## src/rtl/bp_pkg.sv

```systemverilog
// Shared definitions for the branch history table controller.
//   BHT_SNT/BHT_WNT/BHT_WT/BHT_ST : 2-bit saturating counter encodings
//   bht_state_t                   : controller state (INIT sweep / RUN)
//   sat_next(state, taken)        : next counter value after a resolved branch
package bp_pkg;

  localparam logic [1:0] BHT_SNT = 2'b00;
  localparam logic [1:0] BHT_WNT = 2'b01;
  localparam logic [1:0] BHT_WT  = 2'b10;
  localparam logic [1:0] BHT_ST  = 2'b11;

  typedef enum logic {
    INIT = 1'b0,
    RUN  = 1'b1
  } bht_state_t;

  function automatic logic [1:0] sat_next(input logic [1:0] state, input logic taken);
    logic [1:0] res;
    if (taken) begin
      res = (state == BHT_ST) ? BHT_ST : state + 2'd1;
    end else begin
      res = (state == BHT_SNT) ? BHT_SNT : state - 2'd1;
    end
    return res;
  endfunction

endpackage

```

## src/rtl/bht_array.sv

```systemverilog
// Table of 2^IDX_W two-bit saturating counters.
//   clk_in   : clock
//   we       : write enable for this cycle
//   wr_idx   : entry written
//   wr_init  : 1 = load the weak-not-taken reset value, 0 = saturating update
//   wr_taken : branch outcome used by the saturating update
//   rd_idx   : asynchronous lookup index
//   rd_data  : counter at rd_idx (pre-write value in a same-cycle collision)
module bht_array
  import bp_pkg::*;
#(
  parameter int IDX_W = 6
) (
  input  logic             clk_in,
  input  logic             we,
  input  logic [IDX_W-1:0] wr_idx,
  input  logic             wr_init,
  input  logic             wr_taken,
  input  logic [IDX_W-1:0] rd_idx,
  output logic [1:0]       rd_data
);

  localparam int DEPTH = 1 << IDX_W;

  // No reset: contents are defined by the controller's init sweep.
  logic [1:0] entry_q [DEPTH];

  // The write port owns its own read of the target entry so the update is a
  // single-cycle read-modify-write; the lookup port stays independent.
  always_ff @(posedge clk_in) begin
    if (we) begin
      entry_q[wr_idx] <= wr_init ? BHT_WNT : sat_next(entry_q[wr_idx], wr_taken);
    end
  end

  assign rd_data = entry_q[rd_idx];

endmodule

```

## src/rtl/branch_history_ctrl.sv

```systemverilog
// Branch history table controller: 1-cycle prediction lookup, one resolved
// outcome update per cycle, post-reset table initialisation sweep and a
// committed-misprediction counter.
//   clk_in, rst_in       : clock, synchronous active-high reset
//   rdy_in               : global ready; low freezes every register
//   busy                 : init sweep in progress (requests ignored)
//   pred_req/pred_pc     : lookup request and branch PC
//   pred_valid/pred_taken: registered lookup result, one cycle later
//   upd_valid/upd_pc/upd_taken/upd_mispredict : resolved branch outcome
//   mispredict_cnt       : wrapping count of accepted mispredictions
module branch_history_ctrl
  import bp_pkg::*;
#(
  parameter int IDX_W = 6,
  parameter int CNT_W = 32
) (
  input  logic             clk_in,
  input  logic             rst_in,
  input  logic             rdy_in,
  output logic             busy,
  input  logic             pred_req,
  input  logic [31:0]      pred_pc,
  output logic             pred_valid,
  output logic             pred_taken,
  input  logic             upd_valid,
  input  logic [31:0]      upd_pc,
  input  logic             upd_taken,
  input  logic             upd_mispredict,
  output logic [CNT_W-1:0] mispredict_cnt
);

  localparam logic [IDX_W-1:0] LAST_IDX = '1;

  bht_state_t       state_q, state_d;
  logic [IDX_W-1:0] ptr_q, ptr_d;
  logic             pred_valid_q, pred_valid_d;
  logic             pred_taken_q, pred_taken_d;
  logic [CNT_W-1:0] cnt_q, cnt_d;

  logic [IDX_W-1:0] pred_idx, upd_idx;
  logic             arr_we, arr_init;
  logic [IDX_W-1:0] arr_wr_idx;
  logic [1:0]       arr_rd_data;

  // Word-aligned PC bits select the entry; no tag, so aliasing is expected.
  assign pred_idx = pred_pc[IDX_W+1:2];
  assign upd_idx  = upd_pc[IDX_W+1:2];

  logic unused_pc_bits;
  assign unused_pc_bits = ^{pred_pc[31:IDX_W+2], pred_pc[1:0],
                            upd_pc[31:IDX_W+2], upd_pc[1:0]};

  bht_array #(.IDX_W(IDX_W)) u_array (
    .clk_in   (clk_in),
    .we       (arr_we),
    .wr_idx   (arr_wr_idx),
    .wr_init  (arr_init),
    .wr_taken (upd_taken),
    .rd_idx   (pred_idx),
    .rd_data  (arr_rd_data)
  );

  always_comb begin
    state_d      = state_q;
    ptr_d        = ptr_q;
    pred_valid_d = pred_valid_q;
    pred_taken_d = pred_taken_q;
    cnt_d        = cnt_q;
    arr_we       = 1'b0;
    arr_init     = 1'b1;
    arr_wr_idx   = ptr_q;

    if (rdy_in && !rst_in) begin
      case (state_q)
        INIT: begin
          arr_we       = 1'b1;
          ptr_d        = ptr_q + IDX_W'(1);
          pred_valid_d = 1'b0;
          if (ptr_q == LAST_IDX) begin
            state_d = RUN;
          end
        end
        RUN: begin
          pred_valid_d = pred_req;
          // Async read sees the pre-update value, giving read-before-write
          // when lookup and update hit the same entry.
          if (pred_req) begin
            pred_taken_d = arr_rd_data[1];
          end
          if (upd_valid) begin
            arr_we     = 1'b1;
            arr_init   = 1'b0;
            arr_wr_idx = upd_idx;
            if (upd_mispredict) begin
              cnt_d = cnt_q + CNT_W'(1);
            end
          end
        end
        default: state_d = INIT;
      endcase
    end
  end

  always_ff @(posedge clk_in) begin
    if (rst_in) begin
      state_q      <= INIT;
      ptr_q        <= '0;
      pred_valid_q <= 1'b0;
      pred_taken_q <= 1'b0;
      cnt_q        <= '0;
    end else begin
      state_q      <= state_d;
      ptr_q        <= ptr_d;
      pred_valid_q <= pred_valid_d;
      pred_taken_q <= pred_taken_d;
      cnt_q        <= cnt_d;
    end
  end

  assign busy           = (state_q == INIT);
  assign pred_valid     = pred_valid_q;
  assign pred_taken     = pred_taken_q;
  assign mispredict_cnt = cnt_q;

endmodule

```

## config.mk

```make
export PLATFORM = sky130hd
export DESIGN_NAME = branch_history_ctrl
export DESIGN_NICKNAME = d
export VERILOG_FILES = /design/src/rtl/bp_pkg.sv /design/src/rtl/bht_array.sv /design/src/rtl/branch_history_ctrl.sv
export SDC_FILE = /design/constraint.sdc
export NUM_CORES = 1
export LEC_CHECK = 0
export BUFFER_PORTS_ARGS = -buffer_cell sky130_fd_sc_hd__buf_2
export CORE_MARGIN = 1
export CORE_UTILIZATION = 35
export DETAILED_ROUTE_END_ITERATION = 8
export GPL_TIMING_DRIVEN = 1
export PLACE_DENSITY = 0.54
export SYNTH_ARGS = -nofsm -noshare
export SYNTH_HDL_FRONTEND = slang
export SYNTH_SLANG_ARGS = --single-unit
```

## constraint.sdc

```tcl
create_clock -name clk_in -period 5.6 [get_ports clk_in]
set_clock_uncertainty 0.15 [all_clocks]
set_input_delay 0.28 -clock clk_in [delete_from_list [all_inputs] [get_ports clk_in]]
set_output_delay 0.28 -clock clk_in [all_outputs]
set_load 0.05 [all_outputs]
```

==> flow_summary.json, run 1 <==
{
  "status": "finished clean",
  "diodes": 0,
  "layout.cells.non_filler": 1164,
  "ys_types": 52,
  "critPathMaxFanout": 24,
  "finalWeightedCongestion": 0.803,
  "hold_ws_ns": 0.0230,
  "netlist_area_um2": 8520,
  "synth-simple-area-share_pct": 20.0,
  "ios": 106,
  "final_common_cell": "edfxtp_1",
  "clock-sinks": 169,
  "worstSetupEndpointType": "flip-flop",
  "avgRoutedWirePerCell_um": 20.9,
  "hold_viol": 0,
  "rsz0062_at_grt": "false",
  "grt_max_degree": 56,
  "routed_wl_um": 24400,
  "ys.warnings.count": 0,
  "ant_nets": 0,
  "cts_resized": 0,
  "clock.fmax_mhz": 232,
  "final.period_utilization_pct": 76.8,
  "ys.flop_type": "edfxtp_1",
  "vias_per_cell": 5.49,
  "muxShareOfSynthArea_pct": 10.4,
  "synth_nets": 863,
  "yosys.area.top_type": "edfxtp_1",
  "synthToLayoutAreaGrowth_pct": 14.3,
  "insertion_delay_ns": 0.43,
  "synth-edff-count": 128,
  "synth_area_leaders": "edfxtp_1 45%, dfxtp_1 9.6%, mux4_2 5.6%",
  "power_mw": 2.68,
  "drive_gt1_share_pct": 17.3,
  "cts_tree": "built",
  "critPathRequiredTime_ns": 5.60,
  "synth.ff_latch_count": 169,
  "slew_viol_final": 0,
  "cts_setup_buffers": 0,
  "relSlewSlack_pct": 32.5,
  "period_minus_slack_ns": 4.30,
  "port_buffers": 53,
  "drv_cap": 0,
  "grtUsageTotal_pct": 20.4,
  "synthXorXnorAreaFrac_pct": 3.50,
  "syn-instance-count": 790,
  "start_kind": "flip-flop",
  "post-place-cells": 1133,
  "synth_area_per_cell_um2": 10.8,
  "clk_pin_slew_ns": 0.07,
  "nets": 906,
  "finalSetupViolCount": 0,
  "yosys.area.top_type_share_pct": 45.1,
  "worstSetupPathType": "flip-flop to flip-flop",
  "fp.dieW_um": 158,
  "num_vias": 6390,
  "start_util_pct": 36.0,
  "dp_hpwl_um": 15800,
  "core_area_um2": 23700,
  "drt_iter0_drc": 560,
  "ctsLongestPathBuffers": 2,
  "grt_pass1_wl_um": 36800,
  "grt_pass1_vias": 6198,
  "synthAdderAreaFrac_pct": 0.294,
  "powerDensity_nw_per_um2": 275,
  "htreeDepth": 4,
  "drc": 0,
  "dieArea_um2": 25000,
  "die_h_um": 158,
  "globalRouteOverflowTotal": 0,
  "yosysSeqAreaShare_pct": 54.8,
  "cts_made_buffers": 17,
  "final_util_pct": 41.1,
  "cts_hold_buffers": 0,
  "worst_slew_pin_slew_ns": 1.00,
  "vdd_ir_drop_max_mv": 0.145,
  "synth_compound_area_share_pct": 8.18,
  "setup-tns-final_ns": 0,
  "clockRootBuffer": "clkbuf_16",
  "arrival_ns": 4.31,
  "drt_pass1_iterations": 5,
  "final_cell_mix": "128 x edfxtp_1, 117 x nor2_1, 88 x nand2_1",
  "antenna_found_initial": 0,
  "synth_top_family_by_area": "simple AND/OR/NAND/NOR gates",
  "min_path_type": "input pin to flip-flop",
  "rows": 56,
  "ys_async_sr_fraction_pct": 0,
  "power_leakage_nw": 3.50
}
-- report_power, final --
part           leakage [nW]  total [mW]  switching, mW  internal (mW)
Combinational          1.46       0.182          0.114         0.0682
Sequential             1.77        1.34        0.00430           1.33
Clock                 0.276        1.17          0.505          0.660
-- through the flow --
stage / setup WS (ns) / area [um2]
after floorplan: 0.711 / 8520
after global placement: 1.17 / 9170
after detailed placement: 1.27 / 9170
after CTS: 1.27 / 9740
after global routing: 1.04 / 9740
final: 1.30 / 9740
-- cells by family (layout without fill, tap and decap cells) --
| kind of cell | after synthesis | count (layout) |
|---|---|---|
| compound gates | 113 | 113 |
| simple gates | 357 | 357 |
| fa+ha+maj | 2 | 2 |
| xor+xnor | 34 | 34 |
| mux | 60 | 60 |
| buf+inv | 55 | 110 |
| flops | 169 | 169 |
-- sequential cells by signal, summed over array words and instances (netlist names) --
signal / count
ptr_q: 6
pred_taken: 1
state_q: 1
pred_valid: 1
u_array.entry_q: 128
mispredict_cnt: 32
-- area by class of cell --
class | count | area, um2
repair buffers | 74 | 460
multi-input cells | 566 | 3620
clock inverters | 13 | 143
flip-flops and latches | 169 | 4660
fillers | 2351 | 13900
inverters | 5 | 18.8
well taps | 319 | 399
clock buffers | 18 | 429
-- cells in the mapped netlist, drive strengths merged (3+ instances only) --
cell,number
xnor2,10
nand2b,50
o22ai,16
dfxtp,41
a2111oi,4
buf,14
nor4,4
o21ai,9
xor2,24
nand4,10
mux4,21
o221ai,5
mux2i,24
inv,5
and3,7
nand2,89
mux2,15
clkbuf,36
a21oi,54
o41ai,3
or3,10
a31oi,4
o211ai,6
nor2,118
nor3,31
edfxtp,128
nand3,17
nor2b,11
-- worst paths after layout --
path,from,end,slack [ns],cells after the start
min reg2reg,pred_valid,pred_valid,0.34,2
max,state_q,u_array.entry_q[28][0],1.30,11
max reg2reg,state_q,u_array.entry_q[28][0],1.30,11
min,pred_req,pred_valid,0.02,3
-- per-layer routing --
| layer | share of wire, % | global-route usage (%) | up-vias |
|---|---|---|---|
| li1 | - | - | 2949 |
| met1 | 44 | 27.4 | 3116 |
| met2 | 45 | 31.9 | 283 |
| met3 | 8.0 | 4.79 | 42 |
| met4 | 3.0 | 8.01 | 0 |
| met5 | 0 | 0 | - |
-- worst max-delay path, cell delays in order, from the launching register on --
cell and delay (ns):
dfxtp_1 0.40, and4b_2 0.56, buf_4 0.39, mux2i_1 0.84
a211oi_1 0.18, o211ai_1 0.30, o211ai_1 0.13, nor4_1 0.37
buf_4 0.21, o2bb2ai_1 0.16, a2bb2oi_4 0.10, buf_4 0.22
Power figures use the tool's default switching activity.
==> run 2: changes to the inputs <==
--- a/config.mk
+++ b/config.mk
@@ -10,7 +10,7 @@
 export CORE_UTILIZATION = 35
 export DETAILED_ROUTE_END_ITERATION = 8
 export GPL_TIMING_DRIVEN = 1
-export PLACE_DENSITY = 0.54
+export PLACE_DENSITY = 0.56
 export SYNTH_ARGS = -nofsm -noshare
 export SYNTH_HDL_FRONTEND = slang
 export SYNTH_SLANG_ARGS = --single-unit
==> constraint.sdc (replaced) <==
create_clock -name clk_in -period 3.7 [get_ports clk_in]
set_clock_uncertainty 0.15 [all_clocks]
set_input_delay 0.185 -clock clk_in [delete_from_list [all_inputs] [get_ports clk_in]]
set_output_delay 0.185 -clock clk_in [all_outputs]
set_load 0.05 [all_outputs]
==> run 2 against run 1 <==
Against the previous run:
- cell count grew 1.8%
- register-to-register slack lost 1.1 ns
- utilization grew 1.0 points
- critical path depth grew 1
- maximum frequency grew 23%
==> flow_summary.json, run 2 (synthesized netlist as in run 1, its figures left out) <==
{
  "drive_gt1_share_pct": 18.9,
  "startpoint": "state_q",
  "port_buffers": 53,
  "hold_viol": 0,
  "setup-tns-final_ns": 0,
  "reg2reg_from": "state_q",
  "routed_wl_um": 24200,
  "cp_cell_sequence": "and4b_1, buf_8, mux2i_1, buf_4, nor3_1, o32ai_1, o211ai_1, nor4_1, buf_4, o2bb2ai_1, a2bb2oi_4, buf_12",
  "grt_pass1_vias": 6124,
  "p_comb_share_pct": 7.6,
  "layout.cells.non_filler": 1185,
  "start_kind": "flip-flop",
  "status": "finished clean",
  "cts_tree": "built",
  "powerDensity_nw_per_um2": 417,
  "htreeDepth": 4,
  "power_leakage_nw": 3.62,
  "nets": 926,
  "min_path_type": "input pin to flip-flop",
  "vdd_ir_drop_max_mv": 0.240,
  "intPower_mw": 3.16,
  "critPathRequiredTime_ns": 3.71,
  "p_seq_share_pct": 48.6,
  "vias_per_cell": 5.47,
  "diodes": 0,
  "grt_max_degree": 46,
  "relSlewSlack_pct": 57.6,
  "drv_cap": 0,
  "largest_reg_flops": 128,
  "fp.dieW_um": 158,
  "finalSetupViolCount": 0,
  "drt_iter0_drc": 633,
  "post-place-cells": 1149,
  "clockRootBuffer": "clkbuf_16",
  "clk_pin_slew_ns": 0.06,
  "drc": 0,
  "final_cell_mix": "128 x edfxtp_1, 117 x nor2_1, 88 x nand2_1",
  "critPathMaxFanout": 45,
  "finalWeightedCongestion": 0.859,
  "ctsLongestPathBuffers": 2,
  "final.period_utilization_pct": 94.9,
  "rsz0062_at_grt": "false",
  "power.share.clock_pct": 43.9,
  "insertion_delay_ns": 0.44,
  "synthToLayoutAreaGrowth_pct": 17.1,
  "cts_made_buffers": 17,
  "cpMostUsedCell": "buf_4",
  "drt_pass1_iterations": 5,
  "avgRoutedWirePerCell_um": 20.4,
  "switching_power_mw": 1.00,
  "period_minus_slack_ns": 3.51,
  "grt_pass1_wl_um": 36100,
  "switching_share_pct": 24.1,
  "clock.fmax_mhz": 285,
  "clock-sinks": 169,
  "core_area_um2": 23700,
  "dieArea_um2": 25000,
  "arrival_ns": 3.52,
  "grtUsageTotal_pct": 19.9,
  "final_common_cell": "edfxtp_1",
  "die_h_um": 158,
  "num_vias": 6477,
  "ant_nets": 0,
  "globalRouteOverflowTotal": 0,
  "rows": 56,
  "largest-register": "u_array.entry_q",
  "slew_viol_final": 0,
  "ios": 106,
  "worstSetupPathType": "flip-flop to flip-flop",
  "antenna_found_initial": 0,
  "cts_setup_buffers": 0,
  "cp_slowest_cell": "dfxtp_1",
  "worst_slew_pin_slew_ns": 0.618,
  "hp-start": "rdy_in",
  "fillers": 2348,
  "dp_hpwl_um": 16300,
  "start_util_pct": 36.0,
  "cp_slowest_stage_delay_ns": 0.43,
  "worstSetupEndpointType": "flip-flop"
}
-- run 2: cell count changes in the layout (fill, tap and decap cells not counted), sizes merged --
cell and delta:
clkinv +2, clkinvlp -1, dlygate4sd3 +4, buf +16
-- run 2: metal layers --
| metal | up-vias | part of all wire [%] | track usage, % |
|---|---|---|---|
| met5 | - | 0 | 0 |
| met4 | 0 | 2.6 | 7.83 |
| met3 | 43 | 8.1 | 3.75 |
| met2 | 272 | 45 | 31.3 |
| met1 | 3171 | 44 | 27.1 |
| li1 | 2991 | - | - |
-- run 2: repair_timing --
action                                 4_1_cts  5_1_grt
endpoints found under the hold margin        3        0
resized for setup                            0        5
setup endpoints to repair                    0      128
hold buffers                                 4        0
-- run 2: path summary, 6_finish.rpt --
path                            slack [ns]                    end  depth (start not counted)
worst min-delay path                 0.001                state_q                          3
worst min register to register        0.37     mispredict_cnt[31]                          2
worst max register to register        0.19  u_array.entry_q[4][0]                         12
worst max-delay path                  0.19  u_array.entry_q[4][0]                         12
-- run 2: power by group through the flow --
stage / Combinational, mW / Clock [mW] / Sequential, mW
after floorplan: 0.187 / 0 / 2.06
after global placement: 0.304 / 0 / 2.06
after detailed placement: 0.306 / 0 / 2.06
after CTS: 0.309 / 1.85 / 2.02
after global routing: 0.333 / 1.92 / 2.02
final: 0.315 / 1.82 / 2.02
-- run 2: worst max-delay path, delay by kind of cell (launching register included) --
| kind | cells | cell delay, ns |
|---|---|---|
| AND/OR/NAND/NOR | 3 | 0.66 |
| AO/OA/AOI/OAI | 4 | 0.81 |
| flip-flops | 1 | 0.43 |
| buffers and inverters | 4 | 0.87 |
| multiplexers | 1 | 0.28 |
-- run 2: per-stage QoR --
step	utilization [%]	area (um2)	total power, mW	setup slack, ns	hold slack (ns)
CTS	42.0	9960	4.18	0.0100	0.00242
global route	42.1	9980	4.27	0.00153	0.0198
floorplan	-	8540	2.25	0.0706	0.210
global placement	39.4	9320	2.36	0.0458	0.239
finish	42.1	9980	4.16	0.190	0.000954
detailed placement	39.4	9320	2.37	0.0528	0.249
-- run 2: layout make-up --
cell class / instances / area, um2 / share of cell area [%]
clock buffer: 18 / 429 / 4.30
clock inverter: 14 / 166 / 1.67
inverter: 5 / 18.8 / 0.188
multi-input combinational: 566 / 3630 / 36.4
sequential: 169 / 4660 / 46.8
tap: 319 / 399 / 4.00
timing repair buffer: 94 / 666 / 6.67
==> run 3: changes to the inputs <==
--- a/config.mk
+++ b/config.mk
@@ -7,10 +7,10 @@
 export LEC_CHECK = 0
 export BUFFER_PORTS_ARGS = -buffer_cell sky130_fd_sc_hd__buf_2
 export CORE_MARGIN = 1
-export CORE_UTILIZATION = 35
+export CORE_UTILIZATION = 53
 export DETAILED_ROUTE_END_ITERATION = 8
 export GPL_TIMING_DRIVEN = 1
-export PLACE_DENSITY = 0.56
+export PLACE_DENSITY = 0.78
 export SYNTH_ARGS = -nofsm -noshare
 export SYNTH_HDL_FRONTEND = slang
 export SYNTH_SLANG_ARGS = --single-unit
==> run 3 against run 2 <==
Against the previous run:
- power is 2.9% lower
- highest routed layer unchanged
- final area is 1.7% lower
- sequential share of layout area is 0.81 points higher
- die area is 34% lower
- register-to-register slack hardly changed
- flip-flop and latch count stayed put
- wire length is 5.4% lower
- largest cell class unchanged
- hold slack better by 0.064 ns
==> flow_summary.json, run 3 (synthesized netlist as in run 1, its figures left out) <==
{
  "ios": 106,
  "min_path_type": "input pin to flip-flop",
  "critPathMaxFanout": 48,
  "setup-tns-final_ns": 0,
  "cp_cell_sequence": "dlygate4sd3_1, buf_2, and4b_1, buf_12, mux2i_1, buf_4, nand2_1, a31oi_1, a21oi_1, nor4_1, buf_4, o2bb2ai_1, a2bb2oi_4, buf_12",
  "start_kind": "input pin",
  "hold_ws_ns": 0.0646,
  "htreeDepth": 4,
  "finalSetupViolCount": 0,
  "intPower_mw": 3.03,
  "powerDensity_nw_per_um2": 412,
  "largest_reg_flops": 128,
  "die_h_um": 129,
  "power.share.clock_pct": 42.3,
  "status": "finished clean",
  "post-place-cells": 1037,
  "fin_area_um2": 9810,
  "vdd_ir_drop_max_mv": 0.477,
  "clk_pin_slew_ns": 0.07,
  "p_comb_share_pct": 7.7,
  "port_buffers": 53,
  "rsz0062_at_grt": "false",
  "cts_made_buffers": 17,
  "routed_wl_um": 22900,
  "antenna_found_initial": 0,
  "grt_max_degree": 59,
  "core_area_um2": 15400,
  "insertion_delay_ns": 0.44,
  "avgRoutedWirePerCell_um": 21.3,
  "nets": 924,
  "clock-sinks": 169,
  "grtUsageTotal_pct": 28.6,
  "ctsLongestPathBuffers": 2,
  "cp_slowest_cell": "dlygate4sd3_1",
  "slew_viol_final": 0,
  "fillers": 1216,
  "worst_slew_pin_slew_ns": 1.13,
  "cp_slowest_stage_delay_ns": 0.57,
  "num_vias": 6643,
  "dp_hpwl_um": 15200,
  "arrival_ns": 3.59,
  "final_cell_mix": "128 x edfxtp_1, 117 x nor2_1, 89 x nand2_1",
  "grt_pass1_wl_um": 34800,
  "switching_share_pct": 24.9,
  "fp.dieW_um": 129,
  "drc": 0,
  "worstSetupEndpointType": "flip-flop",
  "final_common_cell": "edfxtp_1",
  "place_area_um2": 9140,
  "clock.fmax_mhz": 279,
  "ant_nets": 0,
  "hold_viol": 0,
  "period_minus_slack_ns": 3.58,
  "drt_iter0_drc": 797,
  "dieArea_um2": 16600,
  "drv_cap": 0,
  "final_util_pct": 63.6,
  "largest-register": "u_array.entry_q",
  "switching_power_mw": 1.01,
  "drive_gt1_share_pct": 19.0,
  "diodes": 0,
  "clockRootBuffer": "clkbuf_16",
  "final.period_utilization_pct": 96.8,
  "drt_pass1_iterations": 6,
  "relSlewSlack_pct": 23.6,
  "start_util_pct": 55.2,
  "cts_tree": "built",
  "p_seq_share_pct": 50.0,
  "synthToLayoutAreaGrowth_pct": 15.1,
  "power_leakage_nw": 3.59,
  "critPathRequiredTime_ns": 3.71,
  "globalRouteOverflowTotal": 0,
  "worstSetupPathType": "input pin to flip-flop",
  "finalWeightedCongestion": 0.893,
  "grt_pass1_vias": 6299,
  "rows": 45,
  "vias_per_cell": 6.18,
  "layout.cells.non_filler": 1075
}
-- run 3: changes by cell type in the layout (fill, tap and decap cells not counted), sizes merged --
cell,change
clkinvlp,+2
inv,+2
buf,-3
bufinv,-2
clkinv,-2
dlygate4sd3,+1
-- run 3: metrics by stage --
| step | total power, mW | setup WS (ns) |
|---|---|---|
| 2_1_floorplan | 2.25 | 0.0706 |
| 3_3_place_gp | 2.35 | 0.241 |
| 3_5_place_dp | 2.35 | 0.191 |
| 4_1_cts | 4.03 | 0.0932 |
| 5_1_grt | 4.13 | 0.00215 |
| 6_report | 4.04 | 0.120 |
-- run 3: power by group through the flow --
stage          registers, mW  clock network (mW)  logic, mW
3_3_place_gp            2.06                   0      0.285
3_5_place_dp            2.06                   0      0.289
2_1_floorplan           2.06                   0      0.187
5_1_grt                 2.02                1.79      0.324
6_report                2.02                1.71      0.310
4_1_cts                 2.02                1.72      0.292
-- run 3: repair_timing --
item | CTS | global route
buffers inserted | 0 | 1
hold buffers | 5 | 0
endpoints found under the setup margin | 0 | 122
hold endpoints to repair | 3 | 0
gates resized for setup | 0 | 9
-- run 3: worst max-delay path, delay by kind of cell --
kind,cells,cell delay [ns]
AO/OA/AOI/OAI,4,0.53
buffers and inverters,6,1.60
multiplexers,1,0.51
AND/OR/NAND/NOR,3,0.72
-- run 3: path summary, 6_finish.rpt --
path,startpoint,endpoint,slack (ns),cells after the start
max,rst_in,u_array.entry_q[8][0],0.12,14
max reg2reg,state_q,u_array.entry_q[8][0],0.19,12
min reg2reg,pred_taken,pred_taken,0.36,2
min,rdy_in,pred_taken,0.06,4
-- run 3: cell type report --
| cell class | instances | area, um2 | area share [%] |
|---|---|---|---|
| clock inverters | 14 | 134 | 1.37 |
| repair buffers | 92 | 637 | 6.49 |
| inverters | 5 | 18.8 | 0.191 |
| clock buffers | 18 | 429 | 4.38 |
| well taps | 211 | 264 | 2.69 |
| flip-flops and latches | 169 | 4660 | 47.6 |
| multi-input cells | 566 | 3660 | 37.3 |
-- run 3: metal layers --
layer	track usage, %	wire, um	up-vias
li1	-	-	2990
met1	37.3	8680	3136
met2	45.7	10700	440
met3	7.28	2750	77
met4	11.6	835	0
met5	0	0	-
